**src/rtl/muldiv_sched.sv**
```systemverilog
// muldiv_sched: sequencer and arbiter for the shared multiply/divide unit.
//
// Serves two issue slots (slot 1 older, slot 0 younger). When both slots
// present a mul/div op in the same cycle they are serialised, older first.
// The execute stage is stalled while an operation is in flight. A one-cycle
// done pulse accompanies the HI/LO result for writeback.
//
// Ports:
//   clk        clock
//   reset      synchronous, active-high reset
//   req_valid  per-slot request (index 1 = older slot)
//   req_op     per-slot op: 00 MULT, 01 MULTU, 10 DIV, 11 DIVU
//   req_a      per-slot rs operand
//   req_b      per-slot rt operand
//   flush      pipeline flush; aborts any operation in flight
//   stall      hold the execute stage; requester keeps req_* stable while high
//   busy_slot  slot currently being served (meaningful outside IDLE)
//   done       one-cycle result-valid pulse
//   done_slot  slot whose result is on res_hi/res_lo
//   res_hi     HI result (remainder / product[63:32])
//   res_lo     LO result (quotient / product[31:0])
//
// State | meaning
// ------+-----------------------------------------------------------------
// IDLE  | pick the oldest unserved request, latch operands
// MUL   | product in flight, MUL_CYCLES cycles
// DIV   | 32 restoring-divide iterations plus one sign fix-up cycle
// DONE  | present result with done pulse, mark slot served

module muldiv_sched #(
  parameter int MUL_CYCLES = 2,
  parameter int DIV_ITERS  = 32
) (
  input  logic             clk,
  input  logic             reset,
  input  logic [1:0]       req_valid,
  input  logic [1:0][1:0]  req_op,
  input  logic [1:0][31:0] req_a,
  input  logic [1:0][31:0] req_b,
  input  logic             flush,
  output logic             stall,
  output logic             busy_slot,
  output logic             done,
  output logic             done_slot,
  output logic [31:0]      res_hi,
  output logic [31:0]      res_lo
);

  typedef enum logic [1:0] {
    S_IDLE = 2'd0,
    S_MUL  = 2'd1,
    S_DIV  = 2'd2,
    S_DONE = 2'd3
  } state_t;

  localparam logic [5:0] MUL_LAST = 6'(MUL_CYCLES - 1);
  localparam logic [5:0] DIV_LAST = 6'(DIV_ITERS);

  state_t      state, state_n;
  logic [5:0]  cnt, cnt_n;
  logic [1:0]  srv, srv_n;

  logic [1:0]  op_q;
  logic [31:0] a_q;
  logic [31:0] b_q;       // raw rt for multiply, divisor magnitude for divide
  logic        neg_q;     // quotient must be negated in fix-up
  logic        neg_r;     // remainder must be negated in fix-up
  logic [31:0] hi_w;      // product high / partial remainder
  logic [31:0] lo_w;      // product low / dividend shifting into quotient
  logic [31:0] res_hi_q;
  logic [31:0] res_lo_q;
  logic        slot_q;

  logic [1:0]  pend;
  logic        sel;
  logic [1:0]  sel_op;
  logic [31:0] sel_a;
  logic [31:0] sel_b;
  logic        sel_signed_div;
  logic        other_pend;

  logic        stall_c;
  logic        done_c;
  logic        accept;
  logic        mul_last;
  logic        div_step;
  logic        div_fix;

  logic [63:0] ma;
  logic [63:0] mb;
  logic [63:0] prod;
  logic [32:0] rem_sh;
  logic        rem_ge;
  logic [31:0] rem_diff;

  // Request selection: older slot wins.
  always_comb begin
    pend           = req_valid & ~srv;
    sel            = pend[1];
    sel_op         = req_op[sel];
    sel_a          = req_a[sel];
    sel_b          = req_b[sel];
    sel_signed_div = sel_op[1] & ~sel_op[0];
    other_pend     = busy_slot ? pend[0] : pend[1];
  end

  always_ff @(posedge clk) begin
    if (reset) begin
      state <= S_IDLE;
      cnt   <= 6'd0;
      srv   <= 2'b00;
    end else begin
      state <= state_n;
      cnt   <= cnt_n;
      srv   <= srv_n;
    end
  end

  always_comb begin
    state_n  = state;
    cnt_n    = cnt;
    srv_n    = srv;
    stall_c  = 1'b0;
    done_c   = 1'b0;
    accept   = 1'b0;
    mul_last = 1'b0;
    div_step = 1'b0;
    div_fix  = 1'b0;

    case (state)
      S_IDLE: begin
        stall_c = |pend;
        if (|pend) begin
          accept  = 1'b1;
          cnt_n   = 6'd0;
          state_n = sel_op[1] ? S_DIV : S_MUL;
        end
      end
      S_MUL: begin
        stall_c = 1'b1;
        if (cnt == MUL_LAST) begin
          mul_last = 1'b1;
          state_n  = S_DONE;
        end else begin
          cnt_n = cnt + 6'd1;
        end
      end
      S_DIV: begin
        stall_c = 1'b1;
        if (cnt == DIV_LAST) begin
          div_fix = 1'b1;
          state_n = S_DONE;
        end else begin
          div_step = 1'b1;
          cnt_n    = cnt + 6'd1;
        end
      end
      S_DONE: begin
        done_c           = 1'b1;
        stall_c          = other_pend;
        srv_n[busy_slot] = 1'b1;
        state_n          = S_IDLE;
      end
      default: state_n = S_IDLE;
    endcase

    // The stage advances whenever stall is low, so the held requests go away.
    if (!stall_c) srv_n = 2'b00;

    if (reset || flush) begin
      state_n  = S_IDLE;
      srv_n    = 2'b00;
      stall_c  = 1'b0;
      done_c   = 1'b0;
      accept   = 1'b0;
      mul_last = 1'b0;
      div_step = 1'b0;
      div_fix  = 1'b0;
    end
  end

  // 64-bit product of sign- or zero-extended operands; low 64 bits are exact
  // for both MULT and MULTU.
  always_comb begin
    ma   = {{32{~op_q[0] & a_q[31]}}, a_q};
    mb   = {{32{~op_q[0] & b_q[31]}}, b_q};
    prod = ma * mb;
  end

  // One restoring-divide step: shift the next dividend bit into the remainder
  // and subtract the divisor if it fits.
  always_comb begin
    rem_sh   = {hi_w, lo_w[31]};
    rem_ge   = rem_sh >= {1'b0, b_q};
    rem_diff = rem_sh[31:0] - b_q;
  end

  always_ff @(posedge clk) begin
    if (reset) begin
      busy_slot <= 1'b0;
      op_q      <= 2'b00;
      a_q       <= 32'd0;
      b_q       <= 32'd0;
      neg_q     <= 1'b0;
      neg_r     <= 1'b0;
      hi_w      <= 32'd0;
      lo_w      <= 32'd0;
      res_hi_q  <= 32'd0;
      res_lo_q  <= 32'd0;
      slot_q    <= 1'b0;
    end else begin
      if (accept) begin
        busy_slot <= sel;
        op_q      <= sel_op;
        a_q       <= sel_a;
        neg_q     <= sel_signed_div & (sel_a[31] ^ sel_b[31]);
        neg_r     <= sel_signed_div & sel_a[31];
        hi_w      <= 32'd0;
        if (sel_op[1]) begin
          lo_w <= (sel_signed_div && sel_a[31]) ? -sel_a : sel_a;
          b_q  <= (sel_signed_div && sel_b[31]) ? -sel_b : sel_b;
        end else begin
          lo_w <= 32'd0;
          b_q  <= sel_b;
        end
      end
      if (mul_last) begin
        hi_w <= prod[63:32];
        lo_w <= prod[31:0];
      end
      if (div_step) begin
        hi_w <= rem_ge ? rem_diff : rem_sh[31:0];
        lo_w <= {lo_w[30:0], rem_ge};
      end
      if (div_fix) begin
        hi_w <= neg_r ? -hi_w : hi_w;
        lo_w <= neg_q ? -lo_w : lo_w;
      end
      if (done_c) begin
        res_hi_q <= hi_w;
        res_lo_q <= lo_w;
        slot_q   <= busy_slot;
      end
    end
  end

  // In DONE the fresh result is forwarded so it lines up with the done pulse;
  // a flush in DONE drops done_c and the outputs fall back to the old result.
  always_comb begin
    stall     = stall_c;
    done      = done_c;
    done_slot = done_c ? busy_slot : slot_q;
    res_hi    = done_c ? hi_w : res_hi_q;
    res_lo    = done_c ? lo_w : res_lo_q;
  end

endmodule

```
**config.mk**
```make
export PLATFORM = sky130hd
export DESIGN_NAME = muldiv_sched
export DESIGN_NICKNAME = d
export VERILOG_FILES = /design/src/rtl/muldiv_sched.sv
export SDC_FILE = /design/constraint.sdc
export NUM_CORES = 2
export LEC_CHECK = 0
export CORE_MARGIN = 2
export CORE_UTILIZATION = 50
export DETAILED_ROUTE_END_ITERATION = 12
export PLACE_DENSITY = 0.68
export SYNTH_ARGS = -nofsm -noshare
export SYNTH_HDL_FRONTEND = slang
export SYNTH_SLANG_ARGS = --single-unit
export TNS_END_PERCENT = 5
```
**constraint.sdc**
```tcl
create_clock -name clk -period 9.35 [get_ports clk]
set_input_delay 1.87 -clock clk [delete_from_list [all_inputs] [get_ports clk]]
set_output_delay 1.87 -clock clk [all_outputs]
set_load 0.02 [all_outputs]
```
==> results.yml <==
placed_design:
  placed_area_um2: 55700
  place_inst: 7343
  gp_congestion: 0.954
  dp.final_hpwl_mm: 128
  io_buffers: 204
pwr:
  ir_drop_mv: 0.143
  p_int_mw: 3.31
  p_per_area_nw_per_um2: 121
  switchingPower_mw: 3.56
  leakagePower_nw: 26.6
  swShare: 0.518
  combinationalPowerShare: 0.678
  seqPwrFrac: 0.159
  power_frac_clock: 0.163
clock_network:
  clock_sinks: 207
  clk_pin_slew_worst_paths_ns: 0.07
  cts_hold_buf: 0
  root_buffer: "clkbuf_16"
  htree_num_levels: 1
  cts_tree: "done"
  clockBufferDepth: 3
  post_cts_buffers: 0
  post_cts_resized: 0
  cts_buffers: 25
  clk_latency_ns: 0.58
drt:
  wl_per_cell_um: 21.3
  highest_layer: "met5"
  routed_via_density: 5.66
  drt_iter0_markers: 3643
  met2_length_mm: 78.2
  route.met3.wl_mm: 11.0
  wl_met1_mm: 62.1
  ant_nets: 0
  vias: 41800
  drt-pass1-iter-count: 6
  finalWirelength_mm: 157
  drc: 0
yosys:
  synth_cells: 6004
  synth_edf_count: 0
  yosys_most_used_dff: "dfxtp_1"
  syn_nets: 7522
  syn_avg_cell_area_um2: 8.73
  ys_seq_elements: 207
  synth_area_um2: 52400
  ys_warn_count: 0
  async_flop_share: 0
  synth_cell_types: 93
  ys_seq_area_frac: 0.0791
grt:
  grt_pass1_vias: 44400
  antenna_found_initial: 5
  grt_max_degree: 87
  grt_pass1_wl_mm: 254
  gr-usage-all-layers: 0.301
  gr-total-overflow: 0
die:
  die_h_um: 328
  core-area_um2: 104000
  fp.dieW_um: 328
  die_area_um2: 107000
  start_util: 0.505
  num_rows: 118
  ioPinCount: 205
worst_setup_path:
  crit_type: "flip-flop to flip-flop"
  end_kind: "flip-flop"
  arrival_ns: 9.51
  required_ns: 9.85
  setup.worst_path.start_class: "flip-flop"
  crit_path_max_fanout: 18
layout:
  finalNetCount: 7508
  mostFrequentLayoutCells: "1176 x inv_1, 1126 x fa_1, 832 x nand2_1"
  finalNonFillerCells: 7388
  drive_gt1_frac: 0.0486
  layout_commonest_cell: "inv_1"
  fillCellCount: 9575
  area_growth_pct: 8.17
  num_antenna_cells: 0
  fin_area_um2: 56700
  post-route-util: 0.546
sta:
  setup_viol: 0
  clock_skew_ns: 0.0487
  fmax_ghz: 0.111
  period_minus_slack_ns: 9.01
  final_max_slew_viol_count: 0
  hold_slack_ns: 0.491
  hold_viol: 0
  setup_tns_ns: 0
  tightest_slew_ns: 1.26
  period_share: 0.964
  slew_headroom: 0.163
  rsz0062_at_grt: "no"
job:
  cap_violations: 0
outcome:
  status: "complete, no violations"
hold_path:
  hp-class: "flip-flop to flip-flop"
==> stage by stage <==
stage          setup WS, ns  power [mW]
5_1_grt              0.0258        7.43
2_1_floorplan          1.13        4.11
6_report              0.341        6.88
3_3_place_gp          0.521        5.67
4_1_cts               0.486        6.85
3_5_place_dp          0.504        5.69
==> routing by layer <==
layer / track usage / up-vias
li1: - / 18400
met1: 0.394 / 21300
met2: 0.524 / 1695
met4: 0.0884 / 6
met3: 0.0373 / 327
met5: 0 / -
==> cells by family (layout without fill, tap and decap cells) <==
kind of cell | after synthesis | count (layout) | synth area share
mux | 141 | 141 | 0.0285
flops | 207 | 207 | 0.0791
fa+ha+maj | 1381 | 1381 | 0.491
compound gates | 700 | 700 | 0.0873
buf+inv | 1543 | 1547 | 0.112
simple gates | 1862 | 1862 | 0.174
xor+xnor | 170 | 170 | 0.0284
==> power by group through the flow <==
stage	Clock, mW	Combinational, mW	Sequential (mW)
finish	1.12	4.66	1.09
global route	1.17	5.16	1.10
CTS	1.13	4.63	1.09
detailed placement	0	4.58	1.11
global placement	0	4.56	1.10
floorplan	0	3.13	0.985
==> Yosys cell counts (86+ instances only) <==
cell	n	area, um^2
inv_1	1176	4410
fa_1	1126	22500
nand2_1	832	3120
and2_1	370	2310
clkbuf_1	338	1270
ha_1	255	3190
dfxtp_1	207	4140
nor2_1	199	747
o21ai_0	180	901
a21oi_1	176	881
xnor2_1	97	850
nor3_1	92	460
nor2b_1	86	538
==> area by class of cell <==
type | count | area, um^2 | area share
multi-input cells | 4254 | 42400 | 0.749
inverters | 1176 | 4410 | 0.0779
flip-flops and latches | 207 | 4150 | 0.0732
repair buffers | 326 | 3030 | 0.0535
well taps | 1380 | 1730 | 0.0305
clock buffers | 32 | 712 | 0.0126
clock inverters | 13 | 213 | 0.00375
==> state kept, by name, indices dropped and copies added, names as in the netlist <==
| register | count |
|---|---|
| res_lo_q | 32 |
| neg_q | 1 |
| op_q | 1 |
| res_hi_q | 32 |
| state | 2 |
| srv | 2 |
| neg_r | 1 |
| cnt | 6 |
| slot_q | 1 |
| a_q | 32 |
| hi_w | 32 |
| lo_w | 32 |
| b_q | 32 |
| busy_slot | 1 |
==> final timing paths <==
check / slack (ns) / start / endpoint / cells past startpoint
worst min-delay path: 0.49 / b_q[15] / b_q[15] / 2
worst min register to register: 0.49 / b_q[15] / b_q[15] / 2
worst max register to register: 0.34 / a_q[13] / hi_w[23] / 26
worst max-delay path: 0.34 / a_q[13] / hi_w[23] / 26
==> worst max-delay path: stages, from the launching register on <==
cell	delay, ns
dfxtp_1	0.92
buf_4	0.41
nand2_1	0.13
fa_1	0.55
inv_1	0.05
fa_1	0.50
inv_1	0.05
fa_1	0.47
inv_1	0.05
fa_1	0.48
fa_1	0.62
fa_1	0.44
fa_1	0.49
inv_1	0.05
fa_1	0.47
inv_1	0.05
ha_1	0.43
and2_1	0.19
and4_1	0.28
nand4_1	0.11
o22ai_1	0.69
o21ai_1	0.32
a21oi_1	0.26
nand2b_1	0.18
xor2_1	0.33
a221oi_1	0.17
a211oi_1	0.25
(Power assumes the default switching activity.)
